--- src/rtl/srt_result_fixup_if.sv ---
// rtl/srt_result_fixup_if.sv - digit/remainder input and Q/R result bundle of the SRT back-end stage
interface srt_result_fixup_if #(
  parameter int W  = 64,
  parameter int SW = 7
);
  // Set-up and digit stream from the SRT iteration core
  logic          start;
  logic [SW-1:0] shift;
  logic [W-1:0]  dsrn;
  logic          dig_vld;
  logic [1:0]    dig;
  logic          rem_vld;
  logic [W:0]    rem;
  // Result side
  logic          busy;
  logic          done;
  logic [W-1:0]  q;
  logic [W-1:0]  r;
  logic          err;

  modport master (
    output start, shift, dsrn, dig_vld, dig, rem_vld, rem,
    input  busy, done, q, r, err
  );

  modport slave (
    input  start, shift, dsrn, dig_vld, dig, rem_vld, rem,
    output busy, done, q, r, err
  );
endinterface

--- src/rtl/srt_result_fixup.sv ---
// rtl/srt_result_fixup.sv - SRT divider back end: on-the-fly quotient conversion, remainder correction and de-normalisation
module srt_result_fixup #(
  parameter int W  = 64,
  parameter int SW = 7
) (
  input logic              clk,
  input logic              rst,
  srt_result_fixup_if.slave bus
);
  // Digit counter only needs to reach W; it saturates there so every extra digit keeps flagging
  localparam int CW = $clog2(W + 1);
  localparam logic [CW-1:0] CNT_MAX = CW'(W);

  typedef enum logic [2:0] {
    IDLE    = 3'd0,
    ACCUM   = 3'd1,
    CORRECT = 3'd2,
    DENORM  = 3'd3,
    FIN     = 3'd4
  } state_t;

  state_t        state;
  logic [SW-1:0] sh_cnt;
  logic [W-1:0]  dsrn_reg;
  logic [W-1:0]  q_acc;
  logic [W-1:0]  qm_acc;   // always q_acc - 1 modulo 2^W
  logic [CW-1:0] dig_cnt;
  logic          err_acc;
  logic [W:0]    rem_reg;
  logic [W-1:0]  q_res;
  logic [W-1:0]  r_acc;

  logic [W-1:0]  q_dig;
  logic [W-1:0]  qm_dig;
  logic          dig_bad;
  logic          rem_neg;
  logic [W-1:0]  q_cor;
  logic [W-1:0]  r_cor;

  // On-the-fly conversion: next Q/QM pair for the digit presented this cycle
  always_comb begin
    q_dig   = {q_acc[W-2:0], 1'b0};
    qm_dig  = {qm_acc[W-2:0], 1'b1};
    dig_bad = 1'b0;
    case (bus.dig)
      2'b01: begin
        q_dig  = {q_acc[W-2:0], 1'b1};
        qm_dig = {q_acc[W-2:0], 1'b0};
      end
      2'b11: begin
        q_dig  = {qm_acc[W-2:0], 1'b1};
        qm_dig = {qm_acc[W-2:0], 1'b0};
      end
      2'b10: begin
        // illegal code behaves as a zero digit but is reported
        dig_bad = 1'b1;
      end
      default: begin
        q_dig  = {q_acc[W-2:0], 1'b0};
        qm_dig = {qm_acc[W-2:0], 1'b1};
      end
    endcase
  end

  // Negative final remainder: take the decremented quotient and add the divisor back
  always_comb begin
    rem_neg = rem_reg[W];
    q_cor   = rem_neg ? qm_acc : q_acc;
    r_cor   = rem_neg ? (rem_reg[W-1:0] + dsrn_reg) : rem_reg[W-1:0];
  end

  // Control FSM with all datapath registers and registered outputs
  always_ff @(posedge clk or posedge rst) begin
    if (rst) begin
      state    <= IDLE;
      sh_cnt   <= '0;
      dsrn_reg <= '0;
      q_acc    <= '0;
      qm_acc   <= '1;
      dig_cnt  <= '0;
      err_acc  <= 1'b0;
      rem_reg  <= '0;
      q_res    <= '0;
      r_acc    <= '0;
      bus.busy <= 1'b0;
      bus.done <= 1'b0;
      bus.q    <= '0;
      bus.r    <= '0;
      bus.err  <= 1'b0;
    end else begin
      bus.done <= 1'b0;
      case (state)
        IDLE: begin
          if (bus.start) begin
            sh_cnt   <= bus.shift;
            dsrn_reg <= bus.dsrn;
            q_acc    <= '0;
            qm_acc   <= '1;
            dig_cnt  <= '0;
            err_acc  <= 1'b0;
            bus.busy <= 1'b1;
            state    <= ACCUM;
          end
        end
        ACCUM: begin
          if (bus.dig_vld) begin
            q_acc  <= q_dig;
            qm_acc <= qm_dig;
            if (dig_cnt != CNT_MAX) begin
              dig_cnt <= dig_cnt + 1'b1;
            end
            if (dig_bad || (dig_cnt == CNT_MAX)) begin
              err_acc <= 1'b1;
            end
          end
          // a digit arriving with the remainder is already folded into q_acc before CORRECT reads it
          if (bus.rem_vld) begin
            rem_reg <= bus.rem;
            state   <= CORRECT;
          end
        end
        CORRECT: begin
          q_res <= q_cor;
          r_acc <= r_cor;
          if (sh_cnt != '0) begin
            state <= DENORM;
          end else begin
            bus.done <= 1'b1;
            bus.q    <= q_cor;
            bus.r    <= r_cor;
            bus.err  <= err_acc;
            state    <= FIN;
          end
        end
        DENORM: begin
          r_acc  <= r_acc >> 1;
          sh_cnt <= sh_cnt - 1'b1;
          if (sh_cnt == SW'(1)) begin
            bus.done <= 1'b1;
            bus.q    <= q_res;
            bus.r    <= r_acc >> 1;
            bus.err  <= err_acc;
            state    <= FIN;
          end
        end
        FIN: begin
          bus.busy <= 1'b0;
          state    <= IDLE;
        end
        default: begin
          bus.busy <= 1'b0;
          state    <= IDLE;
        end
      endcase
    end
  end
endmodule
--- src/flat_wrapper.sv ---
// flat-port wrapper written by rule: the top's interface ports become plain ports
module srt_result_fixup_flat 
#(
  parameter int W  = 64,
  parameter int SW = 7
)
  (clk, rst, bus_start, bus_shift, bus_dsrn, bus_dig_vld, bus_dig, bus_rem_vld, bus_rem, bus_busy, bus_done, bus_q, bus_r, bus_err);
  srt_result_fixup_if #(.W(W), .SW(SW)) bus_i ();
  input logic clk;
  input logic rst;
  input wire logic [$bits(bus_i.start)-1:0] bus_start;
  input wire logic [$bits(bus_i.shift)-1:0] bus_shift;
  input wire logic [$bits(bus_i.dsrn)-1:0] bus_dsrn;
  input wire logic [$bits(bus_i.dig_vld)-1:0] bus_dig_vld;
  input wire logic [$bits(bus_i.dig)-1:0] bus_dig;
  input wire logic [$bits(bus_i.rem_vld)-1:0] bus_rem_vld;
  input wire logic [$bits(bus_i.rem)-1:0] bus_rem;
  output wire logic [$bits(bus_i.busy)-1:0] bus_busy;
  output wire logic [$bits(bus_i.done)-1:0] bus_done;
  output wire logic [$bits(bus_i.q)-1:0] bus_q;
  output wire logic [$bits(bus_i.r)-1:0] bus_r;
  output wire logic [$bits(bus_i.err)-1:0] bus_err;
  assign bus_i.start = bus_start;
  assign bus_i.shift = bus_shift;
  assign bus_i.dsrn = bus_dsrn;
  assign bus_i.dig_vld = bus_dig_vld;
  assign bus_i.dig = bus_dig;
  assign bus_i.rem_vld = bus_rem_vld;
  assign bus_i.rem = bus_rem;
  assign bus_busy = bus_i.busy;
  assign bus_done = bus_i.done;
  assign bus_q = bus_i.q;
  assign bus_r = bus_i.r;
  assign bus_err = bus_i.err;
  srt_result_fixup #(.W(W), .SW(SW)) u_core (.clk(clk), .rst(rst), .bus(bus_i));
endmodule
--- config.mk ---
export PLATFORM = sky130hd
export DESIGN_NAME = srt_result_fixup_flat
export DESIGN_NICKNAME = d
export VERILOG_FILES = /design/src/rtl/srt_result_fixup_if.sv /design/src/rtl/srt_result_fixup.sv /design/src/flat_wrapper.sv
export SDC_FILE = /design/constraint.sdc
export NUM_CORES = 2
export LEC_CHECK = 0
export CORE_ASPECT_RATIO = 1.4
export CORE_MARGIN = 2
export CORE_UTILIZATION = 33
export DETAILED_ROUTE_END_ITERATION = 10
export DONT_BUFFER_PORTS = 1
export GPL_ROUTABILITY_DRIVEN = 1
export HOLD_SLACK_MARGIN = 0.08
export PLACE_DENSITY = 0.51
export SETUP_SLACK_MARGIN = 0.02
export SLEW_MARGIN = 20
export SYNTH_ARGS = -nofsm -noshare
export SYNTH_HDL_FRONTEND = slang
export SYNTH_SLANG_ARGS = --single-unit
--- constraint.sdc ---
create_clock -name clk -period 26.7 [get_ports clk]
set_input_delay 5.34 -clock clk [delete_from_list [all_inputs] [get_ports clk]]
set_output_delay 5.34 -clock clk [all_outputs]
set_load 0.01 [all_outputs]
==> out/metrics.cfg <==
[power_and_ir_drop]
p_per_area_mw_per_mm2=147
irDropWorstVdd_mv=0.0651
p_seq_share_pct=33.1
pwr-share-clk_pct=19.2
p_sw_mw=2.02
p_leak_nw=13.8
swShare_pct=44.7
p_int_mw=2.50
power_frac_comb_pct=47.7

[sta]
slew_viol_final=0
skew_ns=0.0193
worst_slack_ns=19.60
period_share_pct=26.6
tns_ns=0
finalSetupViolCount=0
layout_min_cycle_time_ns=7.10
tightest_slew_ns=1.15
final_hold_viol_count=0
rsz0062_at_grt=no
slew_headroom_pct=23.3
timing.fmax_mhz=141

[grt]
grt_max_degree=125
grtUsageTotal_pct=19.0
grt_overflow=0
antenna_found_initial=9
grt_pass1_vias=21700
grt_pass1_wl_mm=130

[synthesis]
yosysMostFrequentCell=nand2_1
yosysWarnings=0
yosys.area.top_type=dfrtp_1
syn_area_per_cell_um2=9.33
synth-seq-area-share_pct=48.1
synth_cell_type_count=92
syn_nets=3200
syn-instance-count=2989
synthTopCellsByCount=nand2_1, dfrtp_1, nor2_1, a21oi_1, mux2i_1
ys.flop_type=dfrtp_1
syn_area_mm2=0.0279
yosys.area.top_type_share_pct=42.1
synth_edf_count=0
synthTopCellsByArea=dfrtp_1, mux2i_1, nand2_1
synth-seq-cells=533
synthArstFlopShare_pct=100

[clocking]
cts_tree=done
cts_setup_buffers=0
clkTransAtPathRegs_ns=0.06
htree_levels=2
cts_hold_buf=0
cts-root-buf=clkbuf_16
cts.repair.resized=0
clock_path_buffers=3
insertion_delay_ns=0.64
numCtsBuffers=58
clkSinkCount=533

[route]
wl_per_cell_um=21.0
drtIter0Drc=1286
via_per_inst=5.40
antenna_left=0
dr.pass1.iters=5
dr_total_vias=21500
drc=0
drt-total-wl_mm=83.6

[run]
maxCapViolations=0

[die]
pin_count=274
fp.dieW_um=250
core-area_mm2=0.0840
rows=126
die_area_mm2=0.0869
die_h_um=348
initial_utilization_pct=33.2

[status]
outcome=finished, final reports clean

[critical_path]
r2r_cells=12
start_kind=primary input
crit_chain=nor3b_1, nor2b_4, a21oi_4, buf_4, nand2_1, o31ai_1
critPathMaxFanout=92
worstPathRequired_ns=27.23
critical_path_class=primary input to register
endpoint_kind=register
slowest_delay_ns=0.88
r2r_slack_ns=22.58
crit_slowest_cell=buf_4
rr_endpoint=u_core.r_acc[56]$_DFFE_PP0N_
worstPathArrival_ns=7.64
r2r_start=u_core.rem_reg[0]$_DFFE_PP0P_

[layout]
finish.utilization_pct=36.6
drive_gt1_share_pct=10.8
nets=3059
largest_reg_flops=65
syn_to_final_growth_pct=10.2

[placed_design]
hpwl_mm=57.3
port_buffers=0
routabilityCongestion=0.923
pre_cts_ws_ns=18.66

[min_path]
hp-start=u_core.r_acc[38]$_DFFE_PP0N_
min_path_cells=2
hp-class=register to register
holdPathEnd=u_core.r_acc[38]$_DFFE_PP0N_

[layout make-up]
class	count	area (um^2)
antenna	1	2.50
clock buffer	84	1680
clock inverter	26	379
fill	8397	53300
inverter	25	101
multi-input combinational	2204	13600
sequential	533	13400
tap	1088	1360
timing repair buffer	26	235
[worst max-delay path, delay by kind of cell]
kind            cells  cell delay (ns)
compound gates      2             0.87
buf+inv             1             0.88
simple gates        3             0.49
[how the worst max path moves through the flow]
stage	startpoint	slack, ns	end
finish	bus_start	19.60	u_core.q_acc[38]$_DFFE_PP0P_
global route	bus_start	19.37	u_core.q_acc[41]$_DFFE_PP0P_
CTS	rst	19.35	u_core.bus.r[45]$_DFFE_PP0P_
detailed placement	rst	18.66	u_core.dsrn_reg[44]$_DFFE_PP0P_
global placement	rst	18.78	u_core.dsrn_reg[43]$_DFFE_PP0P_
floorplan	rst	6.57	u_core.bus.busy$_DFFE_PP0P_
[power groups by stage]
stage | clock network (mW) | registers (mW) | logic [mW]
after global placement | 0 | 1.50 | 2.12
after CTS | 0.895 | 1.50 | 2.17
after floorplan | 0 | 1.38 | 1.68
after detailed placement | 0 | 1.51 | 2.17
after global routing | 0.925 | 1.54 | 2.41
final | 0.869 | 1.50 | 2.16
[kinds of logic after synthesis]
logic type | Yosys count | share of synthesized area, %
flip-flops | 533 | 48.1
multiplexers | 300 | 11.1
adder cells (fa/ha/maj) | 68 | 3.08
AND/OR/NAND/NOR | 977 | 14.6
XOR/XNOR | 55 | 1.75
buffers and inverters | 252 | 3.56
AO/OA/AOI/OAI | 804 | 17.8
[per-layer routing]
layer / track usage (%) / vias up / wire length, um
met4: 6.97 / 10 / 3040
met2: 33.3 / 562 / 41700
met3: 4.00 / 142 / 4820
met5: 0 / - / 67
li1: - / 10200 / -
met1: 22.7 / 10600 / 34000
[cells in the final DEF (no fill, tap or decap), types with 12 or more instances in the layout]
master     instances
a21o_1            32
a21oi_1          262
a31oi_1           79
buf_4             22
clkbuf_1          13
clkbuf_16         58
clkbuf_8          13
dfrtp_1          468
dfstp_2           64
ha_1              67
inv_1             24
mux2_2            73
mux2i_1          227
nand2_1          513
nand3_1           34
nand4_1           35
nor2_1           288
nor3_1            26
o211ai_1          12
o21ai_0          206
o21ai_1           12
o21bai_1          17
o31ai_1           79
or3_1             13
xnor2_1           35
xor2_1            19
[stage by stage]
| stage | hold WS [ns] | std cells | power, mW | area [um^2] |
|---|---|---|---|---|
| 6_report | 0.477 | 3987 | 4.52 | 30700 |
| 5_1_grt | 0.500 | 3987 | 4.88 | 30700 |
| 4_1_cts | 0.475 | 3985 | 4.57 | 30700 |
| 3_5_place_dp | 0.464 | 3875 | 3.68 | 28600 |
| 3_3_place_gp | 0.457 | 3875 | 3.62 | 28600 |
| 2_1_floorplan | 0.440 | 2989 | 3.05 | 27900 |
No activity file was read; power rests on OpenSTA's default activity.
